--- src/rtl/uart_led_cmd_rx.sv ---
// -----------------------------------------------------------------------------
// uart_led_cmd_rx
//
// Remote-control receive path for the LED board. A UART 8N1 receiver feeds a
// small command decoder that drives the eight LEDs from bytes sent by a host.
//
// Commands (first byte of a command):
//   'L' (0x4C) : the next byte is loaded into leds
//   'T' (0x54) : the next byte is an XOR mask applied to leds
//   'R' (0x52) : rotate leds left by one, bit 7 wraps to bit 0
//   'C' (0x43) : clear leds
//   anything else is ignored without a pulse
//
// Ports:
//   clk        in   system clock, all logic on posedge
//   rst_n      in   asynchronous active-low reset
//   rx         in   asynchronous serial line, idles high
//   leds       out  [7:0] registered LED drive (0x01 out of reset)
//   cmd_valid  out  one-cycle pulse when a command has been executed
//   frame_err  out  one-cycle pulse when a stop bit is sampled low
// -----------------------------------------------------------------------------
module uart_led_cmd_rx #(
    parameter int CLK_FREQ       = 25_000_000,
    parameter int BAUD           = 115200,
    parameter int TIMEOUT_CYCLES = 1_000_000
) (
    input  logic       clk,
    input  logic       rst_n,
    input  logic       rx,
    output logic [7:0] leds,
    output logic       cmd_valid,
    output logic       frame_err
);

    localparam int CLKS_PER_BIT = CLK_FREQ / BAUD;
    localparam int HALF_BIT     = CLKS_PER_BIT / 2;
    localparam int CNT_W        = $clog2(CLKS_PER_BIT + 1);
    localparam int TO_W         = $clog2(TIMEOUT_CYCLES + 1);

    localparam logic [CNT_W-1:0] BIT_LAST  = CNT_W'(CLKS_PER_BIT - 1);
    localparam logic [CNT_W-1:0] HALF_LAST = CNT_W'(HALF_BIT - 1);
    localparam logic [TO_W-1:0]  TO_LAST   = TO_W'(TIMEOUT_CYCLES - 1);

    // Bit-level receiver states
    localparam logic [2:0] S_IDLE      = 3'd0;
    localparam logic [2:0] S_START     = 3'd1;
    localparam logic [2:0] S_DATA      = 3'd2;
    localparam logic [2:0] S_STOP      = 3'd3;
    localparam logic [2:0] S_WAIT_HIGH = 3'd4;

    // Command decoder states
    localparam logic CMD_WAIT = 1'b0;
    localparam logic ARG_WAIT = 1'b1;

    localparam logic [7:0] OP_LOAD   = 8'h4C;
    localparam logic [7:0] OP_TOGGLE = 8'h54;
    localparam logic [7:0] OP_ROTATE = 8'h52;
    localparam logic [7:0] OP_CLEAR  = 8'h43;

    logic             rx_p0;
    logic             rx_p1;
    logic             rx_p2;
    logic [2:0]       bit_state;
    logic [CNT_W-1:0] clk_cnt;
    logic [2:0]       bit_idx;
    logic [7:0]       rx_byte;
    logic             byte_vld;
    logic             cmd_state;
    logic             is_toggle;
    logic [TO_W-1:0]  to_cnt;

    // -------------------------------------------------------------------------
    // Synchronizer: rx_p1 is the only copy of rx used by the logic; rx_p2 is
    // its one-cycle-old value for falling-edge detection.
    // -------------------------------------------------------------------------
    always_ff @(posedge clk or negedge rst_n) begin
        if (!rst_n) begin
            rx_p0 <= 1'b1;
            rx_p1 <= 1'b1;
            rx_p2 <= 1'b1;
        end else begin
            rx_p0 <= rx;
            rx_p1 <= rx_p0;
            rx_p2 <= rx_p1;
        end
    end

    // -------------------------------------------------------------------------
    // Bit FSM: byte_vld / frame_err are registered on the stop-bit sample edge
    // -------------------------------------------------------------------------
    always_ff @(posedge clk or negedge rst_n) begin
        if (!rst_n) begin
            bit_state <= S_IDLE;
            clk_cnt   <= '0;
            bit_idx   <= 3'd0;
            rx_byte   <= 8'h00;
            byte_vld  <= 1'b0;
            frame_err <= 1'b0;
        end else begin
            byte_vld  <= 1'b0;
            frame_err <= 1'b0;
            case (bit_state)
                S_IDLE: begin
                    clk_cnt <= '0;
                    if (rx_p2 && !rx_p1) begin
                        bit_state <= S_START;
                    end
                end
                S_START: begin
                    if (clk_cnt == HALF_LAST) begin
                        clk_cnt <= '0;
                        bit_idx <= 3'd0;
                        // A line that is high again at mid start bit was a glitch
                        bit_state <= rx_p1 ? S_IDLE : S_DATA;
                    end else begin
                        clk_cnt <= clk_cnt + 1'b1;
                    end
                end
                S_DATA: begin
                    if (clk_cnt == BIT_LAST) begin
                        clk_cnt <= '0;
                        rx_byte <= {rx_p1, rx_byte[7:1]};
                        if (bit_idx == 3'd7) begin
                            bit_state <= S_STOP;
                        end else begin
                            bit_idx <= bit_idx + 3'd1;
                        end
                    end else begin
                        clk_cnt <= clk_cnt + 1'b1;
                    end
                end
                S_STOP: begin
                    if (clk_cnt == BIT_LAST) begin
                        clk_cnt <= '0;
                        if (rx_p1) begin
                            byte_vld  <= 1'b1;
                            bit_state <= S_IDLE;
                        end else begin
                            frame_err <= 1'b1;
                            bit_state <= S_WAIT_HIGH;
                        end
                    end else begin
                        clk_cnt <= clk_cnt + 1'b1;
                    end
                end
                S_WAIT_HIGH: begin
                    clk_cnt <= '0;
                    if (rx_p1) begin
                        bit_state <= S_IDLE;
                    end
                end
                default: begin
                    clk_cnt   <= '0;
                    bit_state <= S_IDLE;
                end
            endcase
        end
    end

    // -------------------------------------------------------------------------
    // Command FSM: acts one cycle after byte_vld / frame_err
    // -------------------------------------------------------------------------
    always_ff @(posedge clk or negedge rst_n) begin
        if (!rst_n) begin
            cmd_state <= CMD_WAIT;
            is_toggle <= 1'b0;
            to_cnt    <= '0;
            leds      <= 8'h01;
            cmd_valid <= 1'b0;
        end else begin
            cmd_valid <= 1'b0;
            case (cmd_state)
                CMD_WAIT: begin
                    to_cnt <= '0;
                    if (byte_vld) begin
                        case (rx_byte)
                            OP_LOAD: begin
                                is_toggle <= 1'b0;
                                cmd_state <= ARG_WAIT;
                            end
                            OP_TOGGLE: begin
                                is_toggle <= 1'b1;
                                cmd_state <= ARG_WAIT;
                            end
                            OP_ROTATE: begin
                                leds      <= {leds[6:0], leds[7]};
                                cmd_valid <= 1'b1;
                            end
                            OP_CLEAR: begin
                                leds      <= 8'h00;
                                cmd_valid <= 1'b1;
                            end
                            default: begin
                            end
                        endcase
                    end
                end
                ARG_WAIT: begin
                    if (frame_err) begin
                        cmd_state <= CMD_WAIT;
                    end else if (byte_vld) begin
                        // Any value is data here, opcodes included
                        leds      <= is_toggle ? (leds ^ rx_byte) : rx_byte;
                        cmd_valid <= 1'b1;
                        cmd_state <= CMD_WAIT;
                    end else if (to_cnt == TO_LAST) begin
                        cmd_state <= CMD_WAIT;
                    end else begin
                        to_cnt <= to_cnt + 1'b1;
                    end
                end
                default: begin
                    cmd_state <= CMD_WAIT;
                end
            endcase
        end
    end

endmodule

--- config.mk ---
export PLATFORM = sky130hd
export DESIGN_NAME = uart_led_cmd_rx
export DESIGN_NICKNAME = d
export VERILOG_FILES = /design/src/rtl/uart_led_cmd_rx.sv
export SDC_FILE = /design/constraint.sdc
export NUM_CORES = 1
export LEC_CHECK = 0
export ABC_AREA = 0
export BUFFER_PORTS_ARGS = -buffer_cell sky130_fd_sc_hd__buf_2
export CORE_UTILIZATION = 60
export CTS_CLUSTER_SIZE = 16
export DETAILED_ROUTE_END_ITERATION = 10
export HOLD_SLACK_MARGIN = 0.15
export PLACE_DENSITY = 0.84
export SLEW_MARGIN = 20
export SYNTH_ARGS = -nofsm -noshare
export SYNTH_HDL_FRONTEND = slang
export SYNTH_SLANG_ARGS = --single-unit
--- constraint.sdc ---
create_clock -name clk -period 3.3 [get_ports clk]
set_input_delay 0.99 -clock clk [delete_from_list [all_inputs] [get_ports clk]]
set_output_delay 0.99 -clock clk [all_outputs]
set_load 0.01 [all_outputs]
==> impl_metrics.ini <==
[final_layout]
diodes = 0
instances_no_fill = 388
drive_above_1_share_pct = 16.2
syn_to_final_growth_pct = 9.22
fin_nets = 324
postLayoutCellArea_sq_um = 3270

[sta]
min_period_ns = 2.16
slew_headroom_pct = 57.1
hold_violations = 0
final.setup.tns_ns = 0
setup_viol = 0
tightest_slew_ns = 0.639
rsz0062_at_grt = false
skew_ns = 0.00589
whs_ns = 0.355
max_freq_mhz = 464
finalMaxSlewViolations = 0
period_share_pct = 65.3

[global_routing]
grt_max_degree = 37
grt_pass1_vias = 2060
antenna_found_initial = 0
grtUsageTotal_pct = 23.5
grt.overflow.total = 0
grt_pass1_wl_microns = 9370

[worst_setup_path]
cp_data_required_time_ns = 3.52
crit_path_cell_trace = ha_1, nor4bb_1, nand2_1, a32oi_2, mux2_2
crit_type = reg2reg
cpLargestDelayFamily = simple AND/OR/NAND/NOR gates
arrival_ns = 2.37
endpoint_kind = register
critPathLaunchType = register
max_stage_delay_ns = 0.46
critical_path.n_buffers_inverters = 0
critPathSlowestCell = nor4bb_1
critPathMaxFanout = 9

[pwr]
p_seq_share_pct = 55.8
switching_share_pct = 21.8
pwr-share-comb_pct = 2.3
vdd_drop_max_uv = 240
p_per_area_nw_per_um2 = 397
p_leak_nw = 1.45
p_clk_share_pct = 42.0
power.internal_mw = 1.02
switchingPower_mw = 0.284

[routing]
wl_microns = 5600
vias = 2273
drc = 0
viasPerCell = 5.86
antenna_left = 0
drt_first_pass_iters = 6
routedWlPerCell_microns = 14.4
first_iter_violations = 120

[synthesis]
syn_inst = 302
synth_warnings = 0
ys.flop_type = dfrtp_1
synth_top_cell_by_area = dfrtp_1
syn_nets = 310
ys_ff_latch = 58
syn-cell-area_sq_um = 3000
yosysMostFrequentCell = dfrtp_1
synth.area.top_cells = dfrtp_1, nor2_1, a21oi_1, dfstp_2, nand2_1
synth_top_area_share_pct = 45.1
synth_edf_count = 0
synth_cell_types = 55
yosysSeqAreaShare_pct = 48.6
synth_common_cells = dfrtp_1, nor2_1, nand2_1
synth-async-reset-ratio_pct = 100
synth.avg_cell_area_sq_um = 9.93

[floorplanning]
die_y_microns = 72.7
core_sq_um = 4750
num_rows = 25
dieArea_sq_um = 5280
num_io_pins = 13
start_util_pct = 63.1
fp.dieW_microns = 72.7

[run]
cap_violations = 0

[clock_network]
hold_buffers = 0
cts_sinks = 58
cts_setup_buffers = 0
cts.htree.levels = 3
cts_resized = 0
cts_tree = done
clk_path_buf_depth = 2
clock_latency_ns = 0.34
numCtsBuffers = 9
clkSlewWorstSetupHoldPaths_ns = 0.06
clockRootBuffer = clkbuf_8

[place]
dp_cells = 372
place_area_sq_um = 3110
port-buffer-count = 12
hpwl_microns = 3890
routabilityCongestion = 0.890

[worst_hold_path]
min_path_type = reg2reg

[run_status]
status = finished, final reports clean
==> through the flow <==
step / worst slack (ns) / utilization [%] / power [mW]
final: 1.14 / 68.9 / 1.30
after global routing: 0.973 / 68.9 / 1.35
after CTS: 1.12 / 68.9 / 1.31
after detailed placement: 1.13 / 65.4 / 0.768
after global placement: 1.22 / 65.4 / 0.767
after floorplan: 1.38 / - / 0.749
==> layout by cell type (no fill, tap or decap), types with 6 or more instances in the layout <==
cell	netlist	layout
buf_2	1	12
a221o_1	8	8
or3_1	7	7
mux2i_1	10	10
o21ai_0	11	11
a21oi_1	26	26
xnor2_1	9	9
dfrtp_1	54	54
nand2_1	28	28
nand4_1	6	6
nor2_1	38	38
nand3_1	6	6
clkbuf_8	0	10
and3_1	7	7
mux2_2	9	9
inv_1	11	11
==> path summary, 6_finish.rpt <==
check | cells after the start | from | to | slack (ns)
setup reg to reg | 5 | clk_cnt[0] | bit_state[0] | 1.14
max in group asynchronous | 2 | rst_n | rx_p0 | 2.26
hold reg to reg | 0 | rx_p0 | rx_p1 | 0.35
min in group asynchronous | 2 | rst_n | to_cnt[5] | 0.63
hold / removal | 0 | rx_p0 | rx_p1 | 0.35
setup / recovery | 5 | clk_cnt[0] | bit_state[0] | 1.14
==> kinds of logic after synthesis <==
group           Yosys count  synth area share, %
simple gates            123                 22.2
buf+inv                  23                 3.17
flops                    58                 48.6
mux                      19                 6.72
fa+ha+maj                 5                 2.09
xor+xnor                 12                 3.51
compound gates           62                 13.8
==> registers in the layout, indices dropped and copies added (netlist names), 3 cells and up <==
signal,cells
bit_idx,3
leds,8
rx_byte,8
clk_cnt,8
to_cnt,20
bit_state,3
==> final cells by class <==
cell class / instances / area, sq um
multi-input combinational: 221 / 1450
tap: 67 / 83.8
timing repair buffer: 15 / 82.6
sequential: 58 / 1460
inverter: 11 / 41.3
fill: 360 / 1480
clock inverter: 3 / 15.0
clock buffer: 13 / 149
==> power by group through the flow <==
stage / Clock [mW] / Sequential (mW) / Combinational, mW
final: 0.546 / 0.725 / 0.0295
after global routing: 0.590 / 0.725 / 0.0355
after CTS: 0.557 / 0.725 / 0.0309
after detailed placement: 0 / 0.738 / 0.0309
after global placement: 0 / 0.737 / 0.0302
after floorplan: 0 / 0.734 / 0.0147
==> metal layers <==
layer	share of wire (%)	wire, microns	vias to the layer above	track usage, %
li1	-	-	1114	-
met1	47	2620	1108	29.5
met2	48	2670	41	37.6
met3	3.6	202	10	7.04
met4	1.9	107	0	10.2
met5	0	0	-	0
==> worst reg2reg max path: cells and delay by family (launching register included) <==
kind / cells / cell delay (ns)
AND/OR/NAND/NOR: 2 / 0.59
AO/OA/AOI/OAI: 1 / 0.44
multiplexers: 1 / 0.39
flip-flops: 1 / 0.38
adder cells (fa/ha/maj): 1 / 0.25
(Power assumes the default switching activity.)
